===== config.mk =====
export PLATFORM = sky130hd
export DESIGN_NAME = ifid_skid_reg
export DESIGN_NICKNAME = d
export VERILOG_FILES = /design/src/rtl/ifid_skid_reg.sv
export SDC_FILE = /design/constraint.sdc
export NUM_CORES = 1
export LEC_CHECK = 0
export BUFFER_PORTS_ARGS = -buffer_cell sky130_fd_sc_hd__buf_2
export CORE_MARGIN = 2
export CORE_UTILIZATION = 45
export CTS_CLUSTER_SIZE = 8
export DETAILED_ROUTE_END_ITERATION = 12
export GPL_TIMING_DRIVEN = 0
export PLACE_DENSITY_LB_ADDON = 0.12
export SYNTH_ARGS = -nofsm -noshare
export SYNTH_HDL_FRONTEND = slang
export SYNTH_SLANG_ARGS = --single-unit

===== constraint.sdc =====
create_clock -name clk -period 2.2 [get_ports clk]
set_clock_uncertainty 0.05 [all_clocks]
set_input_delay 0.11 -clock clk [delete_from_list [all_inputs] [get_ports clk]]
set_output_delay 0.11 -clock clk [all_outputs]
set_load 0.1 [all_outputs]

===== src/rtl/ifid_skid_reg.sv =====
// ==========================================================================
// ifid_skid_reg : IF/ID pipeline register with valid/ready and 2-entry skid
// Optional perf counters enabled by defining IFID_PERF_CNT_EN.   Rev 1.0
// ==========================================================================
`default_nettype none

module ifid_skid_reg #(
  parameter int unsigned PC_W      = 32,
  parameter logic [31:0] NOP_INSTR = 32'h0,
  parameter int unsigned CNT_W     = 16
) (
  input  logic            clk,
  input  logic            rst_n,
  input  logic            in_valid,
  output logic            in_ready,
  input  logic [31:0]     in_instr,
  input  logic [PC_W-1:0] in_pc4,
  input  logic            flush,
  output logic            out_valid,
  input  logic            out_ready,
  output logic [31:0]     out_instr,
  output logic [PC_W-1:0] out_pc4,
  output logic [5:0]      out_opcode,
  output logic [4:0]      out_rs,
  output logic [4:0]      out_rt,
  output logic [4:0]      out_rd,
  output logic [15:0]     out_imm,
  output logic [25:0]     out_jtarget
`ifdef IFID_PERF_CNT_EN
  ,
  output logic [CNT_W-1:0] stall_cnt,
  output logic [CNT_W-1:0] flush_cnt
`endif
);

  logic            main_valid;
  logic [31:0]     main_instr;
  logic [PC_W-1:0] main_pc4;
  logic            skid_valid;
  logic [31:0]     skid_instr;
  logic [PC_W-1:0] skid_pc4;

  logic accept;
  logic drain;
  logic main_free;

  generate
    if (CNT_W < 1) begin : g_cnt_w_check
      $error("CNT_W must be at least 1");
    end
  endgenerate

  // in_ready comes from registered skid state only, so there is no
  // combinational path from out_ready or flush back to fetch.
  assign in_ready  = !skid_valid;
  assign accept    = in_valid && in_ready;
  assign drain     = main_valid && out_ready;
  assign main_free = !main_valid || drain;

  always_ff @(posedge clk) begin
    if (!rst_n) begin
      main_valid <= 1'b0;
      main_instr <= NOP_INSTR;
      main_pc4   <= '0;
      skid_valid <= 1'b0;
      skid_instr <= NOP_INSTR;
      skid_pc4   <= '0;
    end else if (flush) begin
      main_valid <= 1'b0;
      main_instr <= NOP_INSTR;
      skid_valid <= 1'b0;
    end else if (main_free) begin
      if (skid_valid) begin
        main_valid <= 1'b1;
        main_instr <= skid_instr;
        main_pc4   <= skid_pc4;
        skid_valid <= accept;
        if (accept) begin
          skid_instr <= in_instr;
          skid_pc4   <= in_pc4;
        end
      end else if (accept) begin
        main_valid <= 1'b1;
        main_instr <= in_instr;
        main_pc4   <= in_pc4;
      end else begin
        main_valid <= 1'b0;
        main_instr <= NOP_INSTR;
      end
    end else if (accept) begin
      skid_valid <= 1'b1;
      skid_instr <= in_instr;
      skid_pc4   <= in_pc4;
    end
  end

  assign out_valid   = main_valid;
  assign out_instr   = main_instr;
  assign out_pc4     = main_pc4;
  assign out_opcode  = main_instr[31:26];
  assign out_rs      = main_instr[25:21];
  assign out_rt      = main_instr[20:16];
  assign out_rd      = main_instr[15:11];
  assign out_imm     = main_instr[15:0];
  assign out_jtarget = main_instr[25:0];

`ifdef IFID_PERF_CNT_EN
  localparam logic [CNT_W-1:0] CNT_ONE = {{(CNT_W-1){1'b0}}, 1'b1};

  // A main entry drained in the flush cycle belongs to decode, so only a
  // stalled main entry or a held skid entry counts as killed.
  logic flush_kills;
  assign flush_kills = flush && ((main_valid && !out_ready) || skid_valid);

  always_ff @(posedge clk) begin
    if (!rst_n) begin
      stall_cnt <= '0;
      flush_cnt <= '0;
    end else begin
      if (main_valid && !out_ready && (stall_cnt != '1))
        stall_cnt <= stall_cnt + CNT_ONE;
      if (flush_kills && (flush_cnt != '1))
        flush_cnt <= flush_cnt + CNT_ONE;
    end
  end
`endif

endmodule

`default_nettype wire


### After elaboration in Yosys (flattened, before gate mapping)

Cells that the tools add are included.
Widths: inputs -> output; s select.

* bits in registers: 130
* word-level logic and storage cells: 34

* equal/unequal tests: 1
* muxes and demuxes: 15
* bitwise operators: 2
* reductions and logical operators: 10

Operator list (number)
* $mux 32: 10
* $mux 1: 5
* $reduce_bool 2->1: 2
* $reduce_and 3->1: 1
* $logic_and 1x1->1: 2
* $logic_not 1->1: 2
* $ne 2x2->1 const B: 1
* $not 1->1: 2
* $reduce_and 2->1: 1
* $reduce_or 2->1: 1
* $logic_or 1x1->1: 1

### Logic depth before layout (Yosys ltp)

Gate-level depths: netlist (run 1).

* word-level depth: 5
* mapped depth: 7

### Least setup slack after synthesis (run 1)

OpenSTA, ideal clock, no wires.

* kind: register -> register
* from: register main_valid (netlist: out_valid)
* to: register skid_instr[10]
* setup time: 0.072 ns
* data arrival time: 1.901 ns
* setup slack: 0.178 ns
* cell stages (with the launch flop): 6
* buffers on the path: 2
* path through: dfxtp_1 -> nand2b_1 -> nor3b_2 -> buf_6 -> buf_12 -> mux2i_1

* longest elaborated chain between the ends: 4
* elaborated cells on any way between the ends: 6

RTL lines
* from (decl): RTL line 36 `logic main_valid;`
* from (signal assigned): RTL line 62 `main_valid <= 1'b0;`
* from (signal assigned): RTL line 69 `main_valid <= 1'b0;`
* from (signal assigned): RTL line 74 `main_valid <= 1'b1;`
* $logic_not 1->1 or $logic_and 1x1->1 (tied branches): RTL line 58, 57
* $logic_or 1x1->1 *: RTL line 58 `assign main_free = !main_valid || drain;`
* $ne 2x2->1 (no line)
* $reduce_and 2->1 (no line)
* to (signal assigned): RTL line 79 `skid_instr <= in_instr;`
* to (signal assigned): RTL line 92 `skid_instr <= in_instr;`
* to (decl): RTL line 40 `logic [31:0] skid_instr;`

Every way passes the cells marked *; elsewhere a longest branch is shown, timed or not.
A chain may end at the register's enable or synchronous reset.

### Worst setup path after layout (run 1)

* from: register skid_valid
* to: output in_ready

* longest elaborated chain between the ends: 1

RTL lines
* from (decl): RTL line 39 `logic skid_valid;`
* from (signal assigned): RTL line 77 `skid_valid <= accept;`
* $logic_not 1->1: RTL line 55 `assign in_ready = !skid_valid;`
* to (decl): RTL line 15 `output logic in_ready,`

No other way between the ends.

==> results of run 1 <==
-- cells in the final DEF (no fill, tap or decap), types with 2 or more instances in the layout --
cell           instances
a221oi_1              32
buf_12                 6
buf_2                216
buf_4                 66
buf_6                  3
clkbuf_1              30
clkbuf_16             17
clkbuf_8               3
clkinv_2               5
dfxtp_1              130
dlygate4sd3_1         65
mux2i_1               96
nand2_1              128
nand2b_1               2
nand3_1               32
nor2_1                33
nor3_1                33
o211a_1               32
-- through the flow --
step | cells | utilization [%]
2_1_floorplan | 646 | -
3_3_place_gp | 1018 | 54.9
3_5_place_dp | 1018 | 54.9
4_1_cts | 1114 | 64.0
5_1_grt | 1114 | 64.0
6_report | 1114 | 64.0
-- area by class of cell --
cell class	instances	area (um2)
fill	1153	4730
sequential	130	2600
multi-input combinational	394	2560
timing repair buffer	261	1630
buffer	121	847
clock buffer	25	485
tap	176	220
clock inverter	6	55.1
inverter	1	3.75
-- layer usage --
layer | wire length, um | global-route usage, % | part of all wire, % | vias up
met3 | 796 | 5.04 | 4.7 | 21
met5 | 0 | 0 | 0 | -
met4 | 247 | 8.46 | 1.5 | 0
li1 | - | - | - | 2738
met1 | 7240 | 27.9 | 43 | 2640
met2 | 8500 | 41.6 | 51 | 166
-- flip-flops by register name, indices dropped and copies added (netlist names) --
register and cells:
out_instr 32, out_pc4 32, skid_pc4 32, skid_instr 32, skid_valid 1, out_valid 1
-- path summary, 6_finish.rpt --
path	from	endpoint	cells past startpoint
max	skid_valid	in_ready	5
min	flush	out_pc4[0]	3
max reg2reg	out_valid	out_pc4[7]	5
min reg2reg	skid_pc4[7]	skid_pc4[7]	2
-- power by group through the flow --
stage,registers (mW),clock network [mW],logic [mW]
detailed placement,2.53,0,1.29
CTS,2.48,2.64,1.38
global placement,2.52,0,1.28
floorplan,2.96,0,0.597
global route,2.48,2.76,1.44
finish,2.48,2.60,1.38
-- critical path: cells and delay by family, from the launching register on --
family / cells / cell delay [ps]
buffers and inverters: 5 / 1030
DFF: 1 / 310
-- cells by family (layout without fill, tap and decap cells) --
logic type             after synthesis  in the layout  share of synthesized area, %
buffers and inverters              122            414                          14.1
AND/OR/NAND/NOR                    232            232                          16.4
AO/OA/AOI/OAI                       66             66                          10.2
multiplexers                        96             96                          16.0
flip-flops                         130            130                          43.3
==> metrics, run 1 <==
Sink Count 130; Crit Path Max Fanout 10; largest net degree at the start of global routing 17; antenna viol nets, final 0; post-DP HPWL 11800 um; leak pwr 4.11 nW; GRT Overall Usage 23.5%; first-pass GRT wire length 26600 um; critical path class flop to output pin; CP startpoint kind flop; clk slew on worst S/H paths 50 ps; cell at the slowest stage of the critical path buf_2; vias per cell 5.00; CTS buffer count 17; Worst path max stage delay 420 ps; cell count after synthesis 646; share of cells above drive strength 1 34.2%; DR iter-0 viols 239; FFs w/ async S/R, synth 0%; arrival time at the worst endpoint 1770 ps; EDFF count, synth 0; Combinational Power Share 21.4%; antenna diode count 0; DIE AREA 14300 um2; post-synth cell types 22; die height 120 um; most numerous cell in the Yosys netlist dfxtp_1; fin crit period 1930 ps; worst rel slew slack 62.3%; Final Hold Vio Count 0; pwr dens 768 nW/um2; HP Class input port to flop; Final Instance Area 8410 um2; DRC violations left 0; H-Tree Depth 4; outcome complete, no violations; internal power 4.41 mW; CTS tree built; port bufs 196; prevailing post-synth register cell dfxtp_1; Final period util 87.7%; Flop pwr share 38.3%; Seq/Total Area, Yosys 43.3%; Worst Hold Slack 93.3 ps; Final setup viols 0; max_cap viols 0; share of the synthesized area in the top cell type 43.3%; Post-Place Worst Slack 580 ps; final setup TNS 0 ps; Sw Share 31.8%; worst-margin pin slew 566 ps; main area contributors after synthesis dfxtp_1, mux2i_1, buf_4; worst skew pair latency 410 ps; Setup Buffers After CTS 0; DRT Pass-1 Iters 5; layout overhead on the synthesized area 39.8%; hold_buf cts 65; Core Region 13100 um2; total gr overflow 0; Final Max Tran Viols 0; yosys synthesis warning count 0; cell taking the most area after synthesis dfxtp_1; Synth Cell Area 6010 um2; number of nets in the layout 995; vias in the first global route 5478; Post-Route WL 16800 um; initial antenna violation count 0; Worst Setup End Kind output pin; RePlAce Congestion 0.774; critical path, cell by cell buf_6 > buf_4 > buf_2 > inv_1 > buf_2; unrepaired setup endpoints after global routing false; Die X 120 um; post-DR wirelength/cell 15.1 um; Req. time, crit path 2040 ps; # IOs 198; #FFs+latches synth 130; f_max 518 MHz; P_sw 2.05 mW; Cell Area, Placed 7220 um2; Syn Area/Cell 9.31 um2; syn_nets 715; maximum vdd ir drop 498 uV; Tot Pwr 6.46 mW; cell mode on critical path buf_2; Reg2Reg Setup Slack 600 ps; root buf cell clkbuf_16; Vias 5565; Initial Util 45.8%; Commonest cells post-synth dfxtp_1, nand2_1, mux2i_1; CTS max path bufs 2; Clock power frac 40.3%; Post-CTS Resized 0; Std-Cell Rows 42; Final WS setup 270 ps
Note: power is estimated with default switching activity, not from simulation.
==> inputs of run 2 (changes only) <==
- BUFFER_PORTS_ARGS: -buffer_cell sky130_fd_sc_hd__buf_2 -> -buffer_cell sky130_fd_sc_hd__clkbuf_2
==> run 2 against run 1 <==
Clock power up 5%. Flip-flop and latch count unchanged. Die area unchanged. Sequential share of layout area down 0.083 points. Non-clock buffer count unchanged. Wire length down 0.66%. Register-to-register slack worse by 20 ps. Combinational power about the same. Worst hold slack better by 3.4 ps. Global-route usage about the same. Final cell count about the same. Critical path type unchanged. Highest routed layer unchanged.
==> metrics, run 2 (synthesis results as in run 1) <==
outcome complete, no violations (unchanged); DR iter-0 viols 280 (was 239); CP startpoint kind flop (unchanged); max_cap viols 0 (unchanged); share of cells above drive strength 1 34.2% (about the same); Cell Area, Placed 7220 um2 (unchanged); Final Instance Area 8430 um2 (was 8410 um2); DRC violations left 0 (unchanged); root buf cell clkbuf_16 (unchanged); Std-Cell Rows 42 (unchanged); f_max 507 MHz (was 518 MHz); Final Hold Vio Count 0 (unchanged); CTS tree built (unchanged); hold_buf cts 65 (unchanged); P_sw 2.07 mW (was 2.05 mW); most common cell after layout, fill and taps aside clkbuf_2 (was buf_2); Final period util 89.6% (was 87.7%); HP Class input port to flop (unchanged); fin crit period 1970 ps (was 1930 ps); RR Startpoint out_valid (unchanged); CTS max path bufs 2 (unchanged); die height 120 um (unchanged); Final Util 64.2% (was 64.0%); Worst Hold Slack 96.7 ps (was 93.3 ps); Worst Setup End Kind output pin (unchanged); reg2reg end out_pc4[7] (unchanged); Post-Route WL 16700 um (was 16800 um); Initial Util 45.8% (unchanged); total gr overflow 0 (unchanged); Final setup viols 0 (unchanged); Post-CTS Resized 0 (unchanged); post-DP HPWL 11700 um (was 11800 um); initial antenna violation count 0 (unchanged); Crit Path Max Fanout 10 (unchanged); arrival time at the worst endpoint 1810 ps (was 1770 ps); port bufs 196 (unchanged); Crit path buffers/inverters 5 (unchanged); cell depth of the worst flop-to-flop path 5 (unchanged); internal power 4.52 mW (was 4.41 mW); critical path class flop to output pin (unchanged); family with the most delay on the worst path buffers and inverters (unchanged); RePlAce Congestion 0.767 (was 0.774); cell at the slowest stage of the critical path clkbuf_2 (was buf_2); Filler Cells Inserted 1143 (was 1153); DRT Pass-1 Iters 5 (unchanged); number of nets in the layout 995 (unchanged); highest-count cells in the layout ignoring fill and taps clkbuf_2, dfxtp_1, nand2_1 (was buf_2, dfxtp_1, nand2_1); CTS buffer count 17 (unchanged); Vias 5614 (was 5565); largest net degree at the start of global routing 17 (unchanged); vias in the first global route 5480 (was 5478); Worst path max stage delay 380 ps (was 420 ps); worst-margin pin slew 583 ps (was 566 ps); antenna viol nets, final 0 (unchanged); vias per cell 5.04 (was 5.00); Hold Path Stages 3 (unchanged); # IOs 198 (unchanged); Combinational Power Share 20.9% (was 21.4%); worst skew pair latency 420 ps (was 410 ps); post-DR wirelength/cell 15.0 um (was 15.1 um); Req. time, crit path 2040 ps (about the same); Setup Buffers After CTS 0 (unchanged); Hold Path Origin flush (unchanged); DIE AREA 14300 um2 (unchanged); unrepaired setup endpoints after global routing false (unchanged); antenna diode count 0 (unchanged); final setup TNS 0 ps (unchanged); leak pwr 4.03 nW (was 4.11 nW); Sw Share 31.4% (was 31.8%); Core Region 13100 um2 (unchanged); Clock power frac 41.4% (was 40.3%); Reg2Reg Setup Slack 580 ps (was 600 ps); first-pass GRT wire length 26700 um (was 26600 um); critical path, cell by cell buf_6 > buf_4 > buf_2 > inv_1 > clkbuf_2 (was buf_6 > buf_4 > buf_2 > inv_1 > buf_2); GRT Overall Usage 23.5% (about the same); Final Max Tran Viols 0 (unchanged); worst rel slew slack 61.3% (was 62.3%); CP Depth 5 (unchanged); clk slew on worst S/H paths 50 ps (about the same); Sink Count 130 (unchanged); Die X 120 um (unchanged); maximum vdd ir drop 459 uV (was 498 uV); layout overhead on the synthesized area 40.1% (was 39.8%); Hold Path End out_pc4[0] (unchanged); H-Tree Depth 4 (unchanged); pwr dens 781 nW/um2 (was 768 nW/um2); Flop pwr share 37.7% (was 38.3%)
[run 2: changes by cell type in the layout (fill, tap and decap cells not counted)]
cell and delta:
clkinv_2 -3, buf_2 -196, bufinv_16 +1, clkinvlp_4 +1, clkbuf_2 +196
[run 2: through the flow]
stage                     instances  worst slack (ps)  total power, mW
after global routing           1113               161             6.80
final                          1113               228             6.58
after floorplan                 646               178             3.56
after global placement         1018               611             3.80
after CTS                      1113               205             6.62
after detailed placement       1018               562             3.81
[run 2: worst min-delay path: stages]
cell and delay, ps:
clkbuf_2 120, nor3_2 90, o211a_1 200
[run 2: layout make-up]
type                            instances  area, um2  area share [%]
Sequential cell                       130       2600            30.9
Multi-Input combinational cell        394       2560            30.4
Timing Repair Buffer                  261       1630            19.4
Tap cell                              176        220            2.61
Clock buffer                           25        485            5.76
Buffer                                121        847            10.0
Clock inverter                          5       77.6           0.920
Inverter                                1       3.75          0.0445
[run 2: metal layers]
layer  track usage [%]  wire (um)  vias to the layer above
li1                  -          -                     2736
met1              28.5       7230                     2662
met2              40.6       8200                      194
met3              5.18        947                       22
met4              8.90        293                        0
met5                 0          0                        -
[run 2: worst max path at each step]
| stage | to | slack (ps) | startpoint |
|---|---|---|---|
| detailed placement | out_pc4[27] | 560 | out_valid |
| global placement | out_pc4[21] | 610 | out_valid |
| global route | in_ready | 160 | skid_valid |
| CTS | in_ready | 200 | skid_valid |
| finish | in_ready | 230 | skid_valid |
| floorplan | skid_instr[10] | 180 | out_valid |
[run 2: power by group through the flow]
stage / logic (mW) / clock network, mW / registers, mW
2_1_floorplan: 0.597 / 0 / 2.96
3_3_place_gp: 1.27 / 0 / 2.52
3_5_place_dp: 1.28 / 0 / 2.53
4_1_cts: 1.38 / 2.76 / 2.48
5_1_grt: 1.44 / 2.87 / 2.49
6_report: 1.38 / 2.72 / 2.48
